===== src/rtl/i2c_calc_pkg.sv =====
// Shared types and constants for the I2C calculator target: FSM states,
// register map indices and the read-side register multiplexer.
package i2c_calc_pkg;

   typedef enum logic [3:0] {
      IDLE,
      ADDR,
      ADDR_ACK,
      PTR,
      PTR_ACK,
      WDATA,
      WDATA_ACK,
      RDATA,
      RACK,
      IGNORE
   } state_t;

   localparam logic [2:0] REG_OP    = 3'd0;
   localparam logic [2:0] REG_A     = 3'd1;
   localparam logic [2:0] REG_B     = 3'd2;
   localparam logic [2:0] REG_RES_L = 3'd3;
   localparam logic [2:0] REG_RES_H = 3'd4;

   localparam logic [7:0] READ_FILL = 8'hFF;

   // Bit counter values used inside the three ACK states.
   localparam logic [3:0] BIT_ACK_DRIVE = 4'd8;
   localparam logic [3:0] BIT_ACK_DONE  = 4'd9;

   function automatic logic [7:0] read_mux(
      input logic [2:0]  idx,
      input logic [1:0]  op,
      input logic [7:0]  a,
      input logic [7:0]  b,
      input logic [15:0] shadow
   );
      logic [7:0] v;
      case (idx)
         REG_OP:    v = {6'b0, op};
         REG_A:     v = a;
         REG_B:     v = b;
         REG_RES_L: v = shadow[7:0];
         REG_RES_H: v = shadow[15:8];
         default:   v = READ_FILL;
      endcase
      return v;
   endfunction

endpackage


===== src/rtl/i2c_line_sync.sv =====
// SCL/SDA input synchronizer with SCL edge and START/STOP condition detection.
// All outputs are valid SYNC_STAGES+1 clocks after the pad change.
module i2c_line_sync #(
   parameter int SYNC_STAGES = 2
) (
   input  logic clk,
   input  logic rst_n,
   input  logic i_scl,
   input  logic i_sda,
   output logic o_scl_rise,
   output logic o_scl_fall,
   output logic o_start,
   output logic o_stop,
   output logic o_sda
);

   logic [SYNC_STAGES-1:0] r_scl_sync;
   logic [SYNC_STAGES-1:0] r_sda_sync;
   logic                   r_scl_d;
   logic                   r_sda_d;
   logic                   w_scl;
   logic                   w_sda;

   // Flops reset to the idle (released, high) bus level so no false edge appears.
   always_ff @(posedge clk or negedge rst_n) begin
      if (!rst_n) begin
         r_scl_sync <= '1;
         r_sda_sync <= '1;
         r_scl_d    <= 1'b1;
         r_sda_d    <= 1'b1;
      end else begin
         r_scl_sync <= {r_scl_sync[SYNC_STAGES-2:0], i_scl};
         r_sda_sync <= {r_sda_sync[SYNC_STAGES-2:0], i_sda};
         r_scl_d    <= w_scl;
         r_sda_d    <= w_sda;
      end
   end

   assign w_scl      = r_scl_sync[SYNC_STAGES-1];
   assign w_sda      = r_sda_sync[SYNC_STAGES-1];
   assign o_sda      = w_sda;
   assign o_scl_rise = w_scl & ~r_scl_d;
   assign o_scl_fall = ~w_scl & r_scl_d;
   assign o_start    = w_scl & r_scl_d & r_sda_d & ~w_sda;
   assign o_stop     = w_scl & r_scl_d & ~r_sda_d & w_sda;

endmodule


===== src/rtl/i2c_calc_target.sv =====
// I2C target front end for the calculator: pointer-addressed register file
// (op_code, operand_a, operand_b) plus a coherent 16-bit result read shadow.
module i2c_calc_target #(
   parameter logic [6:0] TARGET_ADDR = 7'h2A,
   parameter int         SYNC_STAGES = 2
) (
   input  logic        clk,
   input  logic        rst_n,
   input  logic        ena,
   input  logic        scl_in,
   input  logic        sda_in,
   output logic        sda_oe,
   output logic [1:0]  op_code,
   output logic [7:0]  operand_a,
   output logic [7:0]  operand_b,
   input  logic [15:0] result,
   output logic        cfg_strobe,
   output logic        busy
);
   import i2c_calc_pkg::*;

   logic w_rise, w_fall, w_start, w_stop, w_sda;

   i2c_line_sync #(.SYNC_STAGES(SYNC_STAGES)) u_sync (
      .clk        (clk),
      .rst_n      (rst_n),
      .i_scl      (scl_in),
      .i_sda      (sda_in),
      .o_scl_rise (w_rise),
      .o_scl_fall (w_fall),
      .o_start    (w_start),
      .o_stop     (w_stop),
      .o_sda      (w_sda)
   );

   state_t      r_state, w_state_next;
   logic [3:0]  r_bit_cnt, w_bit_cnt_next;
   logic [7:0]  r_shift, w_shift_next;
   logic [7:0]  r_ptr, w_ptr_next;
   logic [1:0]  r_op, w_op_next;
   logic [7:0]  r_a, w_a_next;
   logic [7:0]  r_b, w_b_next;
   logic [15:0] r_shadow, w_shadow_next;
   logic        r_rw, w_rw_next;
   logic        r_sda_oe, w_sda_oe_next;
   logic        r_busy, w_busy_next;
   logic        r_strobe, w_strobe_next;
   logic [7:0]  w_byte;
   logic [7:0]  w_rd_byte;

   always_ff @(posedge clk or negedge rst_n) begin
      if (!rst_n) begin
         r_state   <= IDLE;
         r_bit_cnt <= '0;
         r_shift   <= '0;
         r_ptr     <= '0;
         r_op      <= '0;
         r_a       <= '0;
         r_b       <= '0;
         r_shadow  <= '0;
         r_rw      <= 1'b0;
         r_sda_oe  <= 1'b0;
         r_busy    <= 1'b0;
         r_strobe  <= 1'b0;
      end else begin
         r_state   <= w_state_next;
         r_bit_cnt <= w_bit_cnt_next;
         r_shift   <= w_shift_next;
         r_ptr     <= w_ptr_next;
         r_op      <= w_op_next;
         r_a       <= w_a_next;
         r_b       <= w_b_next;
         r_shadow  <= w_shadow_next;
         r_rw      <= w_rw_next;
         r_sda_oe  <= w_sda_oe_next;
         r_busy    <= w_busy_next;
         r_strobe  <= w_strobe_next;
      end
   end

   assign w_byte    = {r_shift[6:0], w_sda};
   assign w_rd_byte = read_mux(r_ptr[2:0], r_op, r_a, r_b, r_shadow);

   always_comb begin
      w_state_next   = r_state;
      w_bit_cnt_next = r_bit_cnt;
      w_shift_next   = r_shift;
      w_ptr_next     = r_ptr;
      w_op_next      = r_op;
      w_a_next       = r_a;
      w_b_next       = r_b;
      w_shadow_next  = r_shadow;
      w_rw_next      = r_rw;
      w_sda_oe_next  = r_sda_oe;
      w_busy_next    = r_busy;
      w_strobe_next  = 1'b0;

      if (!ena) begin
         w_state_next  = IDLE;
         w_sda_oe_next = 1'b0;
         w_busy_next   = 1'b0;
      end else if (w_start) begin
         w_state_next   = ADDR;
         w_bit_cnt_next = '0;
         w_sda_oe_next  = 1'b0;
         w_busy_next    = 1'b0;
      end else if (w_stop) begin
         w_state_next  = IDLE;
         w_sda_oe_next = 1'b0;
         w_busy_next   = 1'b0;
      end else if (w_rise) begin
         case (r_state)
            ADDR, PTR, WDATA: begin
               w_shift_next   = w_byte;
               w_bit_cnt_next = r_bit_cnt + 4'd1;
               if (r_bit_cnt == 4'd7) begin
                  w_bit_cnt_next = BIT_ACK_DRIVE;
                  if (r_state == ADDR) begin
                     if (w_byte[7:1] == TARGET_ADDR) begin
                        w_state_next = ADDR_ACK;
                        w_busy_next  = 1'b1;
                        w_rw_next    = w_byte[0];
                        if (w_byte[0])
                           w_shadow_next = result;
                     end else begin
                        w_state_next = IGNORE;
                     end
                  end else if (r_state == PTR) begin
                     w_ptr_next   = w_byte;
                     w_state_next = PTR_ACK;
                  end else begin
                     // Data byte complete: commit now, the ACK follows unconditionally.
                     w_state_next = WDATA_ACK;
                     w_ptr_next   = r_ptr + 8'd1;
                     case (r_ptr[2:0])
                        REG_OP: begin w_op_next = w_byte[1:0]; w_strobe_next = 1'b1; end
                        REG_A:  begin w_a_next  = w_byte;      w_strobe_next = 1'b1; end
                        REG_B:  begin w_b_next  = w_byte;      w_strobe_next = 1'b1; end
                        default: ;
                     endcase
                  end
               end
            end
            ADDR_ACK, PTR_ACK, WDATA_ACK: begin
               if (r_bit_cnt == BIT_ACK_DRIVE)
                  w_bit_cnt_next = BIT_ACK_DONE;
            end
            RDATA: w_bit_cnt_next = r_bit_cnt + 4'd1;
            RACK: begin
               if (!w_sda) begin
                  w_ptr_next     = r_ptr + 8'd1;
                  w_bit_cnt_next = BIT_ACK_DONE;
               end else begin
                  w_state_next = IGNORE;
               end
            end
            default: ;
         endcase
      end else if (w_fall) begin
         case (r_state)
            ADDR_ACK, PTR_ACK, WDATA_ACK: begin
               if (r_bit_cnt == BIT_ACK_DRIVE) begin
                  w_sda_oe_next = 1'b1;
               end else if (r_bit_cnt == BIT_ACK_DONE) begin
                  w_bit_cnt_next = '0;
                  w_sda_oe_next  = 1'b0;
                  if (r_state == ADDR_ACK && r_rw) begin
                     w_state_next  = RDATA;
                     w_sda_oe_next = ~w_rd_byte[7];
                  end else if (r_state == ADDR_ACK) begin
                     w_state_next = PTR;
                  end else begin
                     w_state_next = WDATA;
                  end
               end
            end
            RDATA: begin
               if (r_bit_cnt == 4'd8) begin
                  w_sda_oe_next  = 1'b0;
                  w_bit_cnt_next = '0;
                  w_state_next   = RACK;
               end else begin
                  w_sda_oe_next = ~w_rd_byte[3'd7 - r_bit_cnt[2:0]];
               end
            end
            RACK: begin
               if (r_bit_cnt == BIT_ACK_DONE) begin
                  w_bit_cnt_next = '0;
                  w_state_next   = RDATA;
                  w_sda_oe_next  = ~w_rd_byte[7];
               end
            end
            default: ;
         endcase
      end
   end

   assign sda_oe     = r_sda_oe;
   assign op_code    = r_op;
   assign operand_a  = r_a;
   assign operand_b  = r_b;
   assign cfg_strobe = r_strobe;
   assign busy       = r_busy;

endmodule


===== config.mk =====
export PLATFORM = sky130hd
export DESIGN_NAME = i2c_calc_target
export DESIGN_NICKNAME = d
export VERILOG_FILES = /design/src/rtl/i2c_calc_pkg.sv /design/src/rtl/i2c_line_sync.sv /design/src/rtl/i2c_calc_target.sv
export SDC_FILE = /design/constraint.sdc
export NUM_CORES = 1
export LEC_CHECK = 0
export BUFFER_PORTS_ARGS = -buffer_cell sky130_fd_sc_hd__buf_2
export CORE_MARGIN = 2
export CORE_UTILIZATION = 50
export DETAILED_ROUTE_END_ITERATION = 10
export GPL_TIMING_DRIVEN = 0
export PLACE_DENSITY_LB_ADDON = 0.15
export REMOVE_ABC_BUFFERS = 1
export SYNTH_ARGS = -nofsm -noshare
export SYNTH_HDL_FRONTEND = slang
export SYNTH_SLANG_ARGS = --single-unit

===== constraint.sdc =====
create_clock -name clk -period 2.3 [get_ports clk]
set_input_delay 0.46 -clock clk [delete_from_list [all_inputs] [get_ports clk]]
set_output_delay 0.46 -clock clk [all_outputs]
set_load 0.02 [all_outputs]

* Word-level counts from Yosys, hierarchy flattened *
Cells that the tools add are included.

storage, ports and cells
  bits in registers = 67
  bits of input ports = 21
  output and inout port bits = 21
  logic and storage cells = 166

operators by class
  add/subtract/negate cells = 3
  order comparisons = 1
  equal/unequal tests = 43
  mux-type cells = 66
  bitwise gates (word level) = 17
  reductions and logical operators = 20

operators with widths
  kind                                                    number
  2-to-1 mux 4 bit                                        23
  AND reduction 9 bit                                     6
  case mux 8 bit (5 select lines)                         1
  2-to-1 mux 8 bit                                        4
  2-to-1 mux 1 bit                                        28
  inequality test 4 x 1 -> 1 bit (second input constant)  6
  inequality test 6 x 3 -> 1 bit (second input constant)  4
  case mux 4 bit (3 select lines)                         2
  equality test 4 x 3 -> 1 bit (second input constant)    5
  inequality test 6 bit (second input constant)           3
  case mux 4 bit (4 select lines)                         1
  case mux 8 bit (2 select lines)                         1
  AND reduction 8 bit                                     2
  AND reduction 5 bit                                     3
  equality test 4 bit (second input constant)             3
  inequality test 4 bit (second input constant)           3
  inverter 1 bit                                          10
  nonzero test 5 bit                                      2
  OR reduction 3 bit                                      3
  adder 8 x 1 -> 8 bit (second input constant)            1
  equality test 4 x 2 -> 1 bit (second input constant)    2
  inequality test 4 x 2 -> 1 bit (second input constant)  2
  case mux 4 bit (2 select lines)                         1
  AND 1 bit                                               7
  other kinds (23)                                        27

* Depth between registers and ports, before layout *
  depth after elaboration = 12
  mapped depth = 10

* Cells and area by module *
A second synthesis with hierarchy kept.

second synthesis, totals
  cells, all modules = 298
  area total of the unflattened synthesis = 3419.5 um2

modules (own cells, without submodules)
  module           times used  cells an instance  area an instance (um2)  seq. area each (um2)
  i2c_calc_target  1           288                3229.3                  1401.3
  i2c_line_sync    1           10                 190.2                   157.7

* Worst setup path after synthesis *
No wires, ideal clock.

  path type = register to register
  start point = reg u_sync.r_scl_sync[1]
  end point = reg r_shadow[10]
  data arrival time = 2087 ps
  required time = 2175 ps
  path slack = 88 ps
  cell stages (with the launch flop) = 9
  clock period less this slack = 2212 ps
  cells stage by stage = dfstp_2 -> and2b_2 -> nand2_1 -> a211o_1 -> buf_6 -> nor4_4 -> nand2_4 -> buf_6 -> mux2_4

between the ends
  longest elaborated chain between the ends = 5
  elaborated cells between the ends (all ways) = 9

ends and longest elaborated chain
  what                                               RTL line                                  source
  start: declaration                                 i2c_line_sync.sv:17                       logic [SYNC_STAGES-1:0] r_scl_sync;
  start signal: assignment                           i2c_line_sync.sv:32                       r_scl_sync <= {r_scl_sync[SYNC_STAGES-2:0], i_scl};
  AND 1 bit                                          i2c_line_sync.sv:44, i2c_line_sync.sv:45
  AND 1 bit, on equally long branches (2 in series)  i2c_line_sync.sv:44, i2c_line_sync.sv:45
  inverter 1 bit (no source line)                    n/a
  AND reduction 9 bit (no source line) *             n/a
  end signal: assignment                             i2c_calc_target.sv:73                     r_shadow <= w_shadow_next;
  end: declaration                                   i2c_calc_target.sv:43                     logic [15:0] r_shadow, w_shadow_next;

Every way passes the cells marked *; elsewhere a longest branch is shown, timed or not.
A chain may end at the register's enable or synchronous reset.

* Worst setup path after layout *
  start point = reg u_sync.r_scl_sync[1]
  end point = reg r_shadow[9]

Same word-level chain as after synthesis.

==> out/results.ini <==
[status]
status = completed

[synth]
syn_avg_cell_area_sq_um = 11.3
yosys.cell_types.count = 62
async_flop_share = 1.00
synthFlopType = dfrtp_1
netlist_instances = 303
synth_area_sq_mm = 0.00344
yosysSeqAreaShare = 0.453
ys.warnings.count = 0
synth_edf_count = 0
synth-seq-cells = 62

[grt]
track_usage = 0.222
grt_pass1_vias = 2478
grt_first_pass_wirelength_um = 12900
grt_remaining_overflow = 0
antenna_found_initial = 0
grt_max_degree = 63

[clock_network]
insertion_delay_ns = 0.34
clockBufferDepth = 2
clock_sinks = 62
cts_tree = yes
holdBufCountCts = 0
cts_root_buf = clkbuf_8
cts_buffers = 9
htreeDepth = 3
clkTransAtPathRegs_ns = 0.07

[power]
total_leakage_power_nw = 1.95
clockPowerShare = 0.345
switchingPower_mw = 0.886
power_frac_comb = 0.193
power_density_mw_per_mm2 = 697
switching_share = 0.314
p_total_mw = 2.82
ir_drop_mv = 0.547
internal-power_mw = 1.94
p_seq_frac = 0.462

[job]
cap_violations = 0

[place]
post-dp-hpwl_um = 5260
dp.cells = 409
io_buffer_count = 41
place_ws_ns = -0.277
gp_congestion = 0.906
place_area_sq_mm = 0.00367

[route]
routed_wl_um = 7720
drc = 0
dr.pass1.iters = 4
vias = 2566
drtAntennaViolNets = 0
drtIter0Drc = 274
post_drt_wl_per_cell_um = 17.6
viasPerCell = 5.86

[final_layout]
diodes = 0
drive_gt1_frac = 0.413
num-nets-final = 382
post-route-util = 0.603
syn2layout_area_growth_pct = 17.9
fin_area_sq_mm = 0.00405
layout.cells.non_filler = 438
final_cell_mix = dfrtp_1 (50), buf_2 (40), mux2_4 (25)
final_common_cell = dfrtp_1

[die]
rows = 30
dieArea_sq_mm = 0.00756
die_w_um = 86.9
initial_core_util = 0.512
coreArea_sq_mm = 0.00672
ios = 42
dieHeight_um = 86.9

[sta]
fin_crit_sh = 0.966
finalWorstPathRequiredPeriod_ns = 2.22
worst_slack_ns = 0.0782
fmax_ghz = 0.450
finalHoldViolations = 0
fin_hold_ws_ns = 0.189
setup_violations = 0
setup_tns_ns = 0
slew_headroom = 0.495
skew_ns = 0.00900
drv_slew = 0
worstMarginPinSlew_ns = 0.757

[setup_path]
end_kind = flop
worstPathRequired_ns = 2.52
critical_path.max_fanout = 15
crit_type = reg -> reg
cp.arrival_ns = 2.44
start_kind = flop

[hold_path]
hold_path_class = in -> async

==> metal layers <==
metal | global-route usage | wire, um
met5 | 0 | 0
met4 | 0.0511 | 71
met3 | 0.0597 | 380
met2 | 0.332 | 3640
met1 | 0.323 | 3630
==> cell families after synthesis <==
group	synth area share
compound gates	0.139
xor+xnor	0.00255
fa+ha+maj	0.0291
buf+inv	0.0335
flops	0.453
mux	0.183
simple gates	0.159
==> area by class of cell <==
cell class                 instances  area, sq um
sequential                        62         1570
multi-input combinational        216         1830
fill                             550         2670
clock buffer                      11          141
timing repair buffer              54          322
clock inverter                     5         57.6
inverter                          10         37.5
tap                               80          100
==> critical path, stage by stage (launching register included) <==
cell	delay (ns)
dfstp_2	0.58
and2b_2	0.19
nand2_1	0.10
a211o_4	0.33
nor4_4	0.35
nand2_4	0.09
buf_12	0.17
mux2_4	0.30
==> final timing paths <==
kind / start / end / slack, ns / cells past startpoint
min: rst_n / r_shadow[3] / 0.19 / 1
min reg2reg: u_sync.r_sda_sync[0] / u_sync.r_sda_sync[1] / 0.36 / 0
max in group asynchronous: rst_n / r_state[1] / 1.55 / 1
max reg2reg: u_sync.r_scl_sync[1] / r_shadow[9] / 0.08 / 7
min in group clk: sda_in / u_sync.r_sda_sync[0] / 0.21 / 1
max: u_sync.r_scl_sync[1] / r_shadow[9] / 0.08 / 7
==> Yosys cell counts, drive strengths merged, types with 3 or more instances <==
| library cell | number | area (sq um) |
|---|---|---|
| nand2b | 3 | 18.8 |
| inv | 10 | 37.5 |
| o21ai | 15 | 75.1 |
| nor3 | 4 | 20.0 |
| mux2i | 3 | 30.0 |
| a211oi | 4 | 35.0 |
| o2111ai | 6 | 52.6 |
| clkbuf | 10 | 37.5 |
| a22oi | 8 | 65.1 |
| nor4 | 4 | 55.1 |
| nor2 | 21 | 78.8 |
| dfrtp | 56 | 1400 |
| buf | 5 | 40.0 |
| a211o | 3 | 26.3 |
| and3 | 3 | 18.8 |
| nand4 | 4 | 25.0 |
| ha | 8 | 100 |
| mux2 | 45 | 601 |
| nand2 | 27 | 124 |
| a221oi | 3 | 26.3 |
| nand3b | 4 | 30.0 |
| a21oi | 9 | 45.0 |
| nand3 | 4 | 20.0 |
| nor3b | 4 | 30.0 |
| dfstp | 6 | 158 |
==> power by group through the flow <==
stage	registers (mW)	logic (mW)	clock network, mW
2_1_floorplan	1.28	0.346	0
3_3_place_gp	1.32	0.470	0
3_5_place_dp	1.33	0.473	0
4_1_cts	1.31	0.487	0.989
5_1_grt	1.32	0.615	1.05
6_report	1.30	0.546	0.973
==> state kept, by name (all words and copies together), names as in the netlist, 2 cells and up <==
signal,flops
op_code,2
r_ptr,3
r_state,4
r_shift,7
r_shadow,16
u_sync.r_scl_sync,2
u_sync.r_sda_sync,2
operand_a,8
operand_b,8
r_bit_cnt,4
==> what timing repair did <==
item / in CTS / in global routing
gates resized for setup: 11 / 14
setup buffers: 5 / 8
cloned: 0 / 0
pin swaps: 4 / 7
setup endpoints to repair: 41 / 42
No activity file was read; power rests on OpenSTA's default activity.
